File: src/rtl/apb_pkg.sv
// Shared types and default sizing for the APB master bridge and its timeout counter.
package apb_pkg;

   typedef enum logic [1:0] {
      IDLE   = 2'd0,
      SETUP  = 2'd1,
      ACCESS = 2'd2,
      RESP   = 2'd3
   } apb_state_e;

   localparam int unsigned APB_ADDR_W         = 32;
   localparam int unsigned APB_DATA_W         = 32;
   localparam int unsigned APB_TIMEOUT_CYCLES = 255;

   // Bits needed to hold every count from 0 up to and including limit.
   function automatic int unsigned ctr_width(input int unsigned limit);
      return (limit < 1) ? 1 : $clog2(limit + 1);
   endfunction

endpackage

File: src/rtl/apb_master_bridge_if.sv
// Request/response handshake plus APB3 bus signals; master = bridge side, slave = requester/peripheral side.
interface apb_master_bridge_if
   import apb_pkg::*;
#(
   parameter int unsigned ADDR_W = APB_ADDR_W,
   parameter int unsigned DATA_W = APB_DATA_W
);

   logic              req_valid;
   logic              req_ready;
   logic [ADDR_W-1:0] req_addr;
   logic              req_write;
   logic [DATA_W-1:0] req_wdata;

   logic              resp_valid;
   logic              resp_ready;
   logic [DATA_W-1:0] resp_rdata;
   logic              resp_err;

   logic [ADDR_W-1:0] Paddr;
   logic              Psel;
   logic              Penable;
   logic              Pwrite;
   logic [DATA_W-1:0] Pwdata;
   logic [DATA_W-1:0] Prdata;
   logic              Pready;
   logic              Pslverr;

   modport master (
      input  req_valid, req_addr, req_write, req_wdata, resp_ready,
      input  Prdata, Pready, Pslverr,
      output req_ready, resp_valid, resp_rdata, resp_err,
      output Paddr, Psel, Penable, Pwrite, Pwdata
   );

   modport slave (
      output req_valid, req_addr, req_write, req_wdata, resp_ready,
      output Prdata, Pready, Pslverr,
      input  req_ready, resp_valid, resp_rdata, resp_err,
      input  Paddr, Psel, Penable, Pwrite, Pwdata
   );

endinterface

File: src/rtl/apb_timeout_ctr.sv
// ACCESS-phase wait-state watchdog; only built when APB_TIMEOUT_EN is defined.
`ifdef APB_TIMEOUT_EN
module apb_timeout_ctr
   import apb_pkg::*;
#(
   parameter int unsigned LIMIT = APB_TIMEOUT_CYCLES
) (
   input  logic Pclk,
   input  logic Prst,
   input  logic clear,
   input  logic enable,
   output logic expired
);

   localparam int unsigned CW = ctr_width(LIMIT);

   logic [CW-1:0] count;

   always_ff @(posedge Pclk or negedge Prst) begin
      if (!Prst) begin
         count <= '0;
      end else if (clear) begin
         count <= '0;
      end else if (enable) begin
         count <= count + CW'(1);
      end
   end

   // Fires on the stalled cycle whose increment would bring the count up to LIMIT.
   always_comb begin
      expired = enable && (count == CW'(LIMIT - 1));
   end

endmodule
`endif

File: src/rtl/apb_master_bridge.sv
// Single-beat MMIO request to APB3 transfer bridge (SETUP, ACCESS with wait states, RESP).
// Optional ACCESS watchdog enabled by defining APB_TIMEOUT_EN.
module apb_master_bridge
   import apb_pkg::*;
#(
   parameter int unsigned ADDR_W         = APB_ADDR_W,
   parameter int unsigned DATA_W         = APB_DATA_W,
   parameter int unsigned TIMEOUT_CYCLES = APB_TIMEOUT_CYCLES
) (
   input logic                 Pclk,
   input logic                 Prst,
   apb_master_bridge_if.master bus
);

   apb_state_e        state;
   logic [ADDR_W-1:0] paddr_q;
   logic              pwrite_q;
   logic [DATA_W-1:0] pwdata_q;
   logic [DATA_W-1:0] rdata_q;
   logic              err_q;
   logic              timeout;

`ifdef APB_TIMEOUT_EN
   apb_timeout_ctr #(
      .LIMIT (TIMEOUT_CYCLES)
   ) u_timeout (
      .Pclk    (Pclk),
      .Prst    (Prst),
      .clear   (state == SETUP),
      .enable  ((state == ACCESS) && !bus.Pready),
      .expired (timeout)
   );
`else
   // The limit has no effect without the watchdog; ACCESS waits for Pready forever.
   localparam int unsigned timeout_unused = TIMEOUT_CYCLES;
   always_comb begin
      timeout = 1'b0;
   end
`endif

   always_ff @(posedge Pclk or negedge Prst) begin
      if (!Prst) begin
         state    <= IDLE;
         paddr_q  <= '0;
         pwrite_q <= 1'b0;
         pwdata_q <= '0;
         rdata_q  <= '0;
         err_q    <= 1'b0;
      end else begin
         case (state)
            IDLE: begin
               if (bus.req_valid) begin
                  paddr_q  <= bus.req_addr;
                  pwrite_q <= bus.req_write;
                  pwdata_q <= bus.req_wdata;
                  state    <= SETUP;
               end
            end
            SETUP: begin
               state <= ACCESS;
            end
            ACCESS: begin
               // A real completion always wins over a watchdog firing in the same cycle.
               if (bus.Pready) begin
                  rdata_q <= pwrite_q ? '0 : bus.Prdata;
                  err_q   <= bus.Pslverr;
                  state   <= RESP;
               end else if (timeout) begin
                  rdata_q <= '0;
                  err_q   <= 1'b1;
                  state   <= RESP;
               end
            end
            RESP: begin
               if (bus.resp_ready) begin
                  state <= IDLE;
               end
            end
            default: begin
               state <= IDLE;
            end
         endcase
      end
   end

   // Strobes decode straight from state so an asynchronous reset drops them at once.
   always_comb begin
      bus.req_ready  = (state == IDLE);
      bus.Psel       = (state == SETUP) || (state == ACCESS);
      bus.Penable    = (state == ACCESS);
      bus.resp_valid = (state == RESP);
      bus.Paddr      = paddr_q;
      bus.Pwrite     = pwrite_q;
      bus.Pwdata     = pwdata_q;
      bus.resp_rdata = rdata_q;
      bus.resp_err   = err_q;
   end

endmodule

File: src/flat_wrapper.sv
// flat-port wrapper written by rule: the top's interface ports become plain ports
module apb_master_bridge_flat import apb_pkg::*;
#(
   parameter int unsigned ADDR_W         = APB_ADDR_W,
   parameter int unsigned DATA_W         = APB_DATA_W,
   parameter int unsigned TIMEOUT_CYCLES = APB_TIMEOUT_CYCLES
)
  (Pclk, Prst, bus_req_valid, bus_req_addr, bus_req_write, bus_req_wdata, bus_resp_ready, bus_Prdata, bus_Pready, bus_Pslverr, bus_req_ready, bus_resp_valid, bus_resp_rdata, bus_resp_err, bus_Paddr, bus_Psel, bus_Penable, bus_Pwrite, bus_Pwdata);
  apb_master_bridge_if #(.ADDR_W(ADDR_W), .DATA_W(DATA_W)) bus_i ();
  input logic Pclk;
  input logic Prst;
  input wire logic [$bits(bus_i.req_valid)-1:0] bus_req_valid;
  input wire logic [$bits(bus_i.req_addr)-1:0] bus_req_addr;
  input wire logic [$bits(bus_i.req_write)-1:0] bus_req_write;
  input wire logic [$bits(bus_i.req_wdata)-1:0] bus_req_wdata;
  input wire logic [$bits(bus_i.resp_ready)-1:0] bus_resp_ready;
  input wire logic [$bits(bus_i.Prdata)-1:0] bus_Prdata;
  input wire logic [$bits(bus_i.Pready)-1:0] bus_Pready;
  input wire logic [$bits(bus_i.Pslverr)-1:0] bus_Pslverr;
  output wire logic [$bits(bus_i.req_ready)-1:0] bus_req_ready;
  output wire logic [$bits(bus_i.resp_valid)-1:0] bus_resp_valid;
  output wire logic [$bits(bus_i.resp_rdata)-1:0] bus_resp_rdata;
  output wire logic [$bits(bus_i.resp_err)-1:0] bus_resp_err;
  output wire logic [$bits(bus_i.Paddr)-1:0] bus_Paddr;
  output wire logic [$bits(bus_i.Psel)-1:0] bus_Psel;
  output wire logic [$bits(bus_i.Penable)-1:0] bus_Penable;
  output wire logic [$bits(bus_i.Pwrite)-1:0] bus_Pwrite;
  output wire logic [$bits(bus_i.Pwdata)-1:0] bus_Pwdata;
  assign bus_i.req_valid = bus_req_valid;
  assign bus_i.req_addr = bus_req_addr;
  assign bus_i.req_write = bus_req_write;
  assign bus_i.req_wdata = bus_req_wdata;
  assign bus_i.resp_ready = bus_resp_ready;
  assign bus_i.Prdata = bus_Prdata;
  assign bus_i.Pready = bus_Pready;
  assign bus_i.Pslverr = bus_Pslverr;
  assign bus_req_ready = bus_i.req_ready;
  assign bus_resp_valid = bus_i.resp_valid;
  assign bus_resp_rdata = bus_i.resp_rdata;
  assign bus_resp_err = bus_i.resp_err;
  assign bus_Paddr = bus_i.Paddr;
  assign bus_Psel = bus_i.Psel;
  assign bus_Penable = bus_i.Penable;
  assign bus_Pwrite = bus_i.Pwrite;
  assign bus_Pwdata = bus_i.Pwdata;
  apb_master_bridge #(.ADDR_W(ADDR_W), .DATA_W(DATA_W), .TIMEOUT_CYCLES(TIMEOUT_CYCLES)) u_core (.Pclk(Pclk), .Prst(Prst), .bus(bus_i));
endmodule
File: config.mk
export PLATFORM = sky130hd
export DESIGN_NAME = apb_master_bridge_flat
export DESIGN_NICKNAME = d
export VERILOG_FILES = /design/src/rtl/apb_pkg.sv /design/src/rtl/apb_master_bridge_if.sv /design/src/rtl/apb_timeout_ctr.sv /design/src/rtl/apb_master_bridge.sv /design/src/flat_wrapper.sv
export SDC_FILE = /design/constraint.sdc
export NUM_CORES = 1
export LEC_CHECK = 0
export BUFFER_PORTS_ARGS = -buffer_cell sky130_fd_sc_hd__clkbuf_2
export CAP_MARGIN = 20
export CORE_MARGIN = 1
export CORE_UTILIZATION = 25
export DETAILED_ROUTE_END_ITERATION = 8
export GPL_TIMING_DRIVEN = 1
export PLACE_DENSITY_LB_ADDON = 0.2
export SYNTH_ARGS = -nofsm -noshare
export SYNTH_HDL_FRONTEND = slang
export SYNTH_SLANG_ARGS = --single-unit
File: constraint.sdc
create_clock -name Pclk -period 3.2 [get_ports Pclk]
set_clock_uncertainty 0.15 [all_clocks]
set_input_delay 0 -clock Pclk [delete_from_list [all_inputs] [get_ports Pclk]]
set_output_delay 0 -clock Pclk [all_outputs]
set_load 0.02 [all_outputs]
==> run metrics <==
io pins=205; die area=0.0162 mm2; WP data required=3.31 ns; clock slew seen by the registers of the worst setup and hold paths=0.06 ns; crit share post-route=0.686; RSZ-0062 raised after global routing=no; Total Wirelength=9900 um; minimum clock period=2.20 ns; Leakage=3.21 nW; Worst path depth=5; Tightest Hold Check Type=in -> reg; Seq/Total Area, Yosys=0.639; max incr delay on CP=0.64 ns; status=complete, no violations; average size of a mapped cell=13.3 um2; Synth area leader=dfrtp_1; reg2reg path depth=5; worst vdd ir=0.000408 V; TritonCTS buffer count=9; Synth area leaders=dfrtp_1, mux2_2, nand2b_1; final setup fails=0; total power=6.06 mW; die height=127 um; Final Hold Vio Count=0; Die Width=127 um; TNS Setup=0 ns; nets@finish=704; Routed Antenna Nets=0; slew at the pin with the worst max-slew slack=0.862 ns; # clock sinks=100; Synth cell types=13; Top delay family on crit path=buffers and inverters; initial antenna violation count=0; FF/Latch Area=0.00250 mm2; Via Count=3,229; yosys warns=0; DR DRC count=0; f_max=0.455 GHz; reg2reg setup slack=1.00 ns; crit-path cells=inv_1 -> ha_1 -> a222oi_1 -> dlygate4sd3_1 -> mux2i_1; first-pass GRT wire length=15,900 um; GRT Util Overall=0.125; multi-input combinational cell area=0.00132 mm2; remaining global-route overflow=0; max-cap viol count=0; crit-path max FO=4; Via density=3.98; Buffers on Ports=204; Ant. Diodes=0; # Post-CTS Setup Buffers=0; pwr/cell area=934 mW/mm2; 1st-iter DRT viols=76; Mapped Nets=401; CP Buf/Inv Count=2; Max-slew headroom=0.426; critical path endpoint category=register; CP Launch Type=register; Worst Path Arrival=2.30 ns; # rows=45; hold slack=0.0227 ns; Skew-Pair Late Insertion Delay=0.33 ns; Mapped Area=0.00391 mm2; area delta synth->final=65.8%; kind of critical path=reg -> reg; CTS max path bufs=2; Starting Density=0.256; routability congestion estimate from global placement=0.720; DP HPWL=6650 um; vias in the first global route=3,259; Syn Inst Count=294; root buffer cell=clkbuf_16; CTS tree=done; FF+latch count, synth=100; Synth top area share=0.639; fill cell count=1,411; Hold Path Cell Cnt=4; Final Max Slew Viols=0; Core ar.=0.0153 mm2; Avg WL per Cell=12.2 um; H-tree depth=3; share of cells above drive strength 1=0.480; largest net degree at the start of global routing=58; slowest CP cell=dlygate4sd3_1; Detailed Routing Iterations Pass 1=5
-- repair_timing --
action / 4_1_cts / 5_1_grt
hold buffers: 102 / 0
hold endpoints to repair: 143 / 0
gates resized for setup: 0 / 0
-- state kept, by name (all words and copies together), names as in the netlist --
signal,count
u_core.bus.Paddr,32
u_core.bus.resp_err,1
u_core.bus.Pwrite,1
u_core.bus.resp_rdata,32
u_core.state,2
u_core.bus.Pwdata,32
-- cell usage in the layout, fill, tap and decap left out, types with 4 or more instances in the layout --
cell type / Yosys / routed
clkbuf_16: 0 / 9
mux2_2: 66 / 66
dfrtp_1: 100 / 100
nand2b_1: 32 / 32
nand2_1: 34 / 32
o21ai_0: 32 / 32
dlygate4sd3_1: 0 / 102
ha_1: 4 / 4
clkbuf_2: 0 / 203
inv_1: 5 / 5
-- final timing paths --
check | startpoint | endpoint
max in group asynchronous | Prst | u_core.bus.resp_rdata[30]
max | u_core.state[1] | u_core.state[0]
min in group asynchronous | Prst | u_core.bus.Pwdata[7]
min reg2reg | u_core.bus.resp_rdata[28] | u_core.bus.resp_rdata[28]
max reg2reg | u_core.state[1] | u_core.state[0]
min | bus_req_valid | u_core.state[1]
-- stage by stage --
step,instance area (um2),setup slack [ns],cells,utilization
after floorplan,3910,1.40,294,-
after global placement,5180,1.27,695,0.339
after detailed placement,5180,1.19,695,0.339
after CTS,6490,1.00,811,0.425
after global routing,6490,0.875,811,0.425
final,6490,1.00,811,0.425
-- power by group --
group	switching, mW	internal (mW)	total [mW]
logic	1.56	1.17	2.73
registers	0.374	1.89	2.27
clock network	0.430	0.639	1.07
-- worst register-to-register path, delay by kind of cell (launching register included) --
family / cells / cell delay [ns]
mux: 1 / 0.20
fa+ha+maj: 1 / 0.23
buf+inv: 2 / 0.73
flops: 1 / 0.39
compound gates: 1 / 0.43
-- synth_stat cells (all sizes together) --
cell type and count:
dfrtp 100, clkbuf 7, inv 5, ha 4
a222oi 1, o21ai 32, mux2i 1, nand2b 32
mux2 67, nand2 34, buf 10, nor2 1
-- metal layers --
metal | part of all wire | global-route usage
met5 | 0 | 0
met3 | 0.077 | 0.0348
met2 | 0.48 | 0.215
met4 | 0.016 | 0.0525
met1 | 0.43 | 0.147
-- cell families (layout without fill, tap and decap cells) --
family,count (synthesis),after routing,share of synthesized area
mux,68,68,0.195
flops,100,100,0.639
buf+inv,22,328,0.0243
simple gates,67,67,0.0847
fa+ha+maj,4,4,0.0128
compound gates,33,33,0.0435
-- final cells by class --
cell class	instances	area share
inverters	5	0.00289
well taps	211	0.0407
multi-input cells	172	0.204
repair buffers	309	0.322
clock inverters	2	0.00540
clock buffers	12	0.0395
flip-flops and latches	100	0.386
No activity file was read; power rests on OpenSTA's default activity.
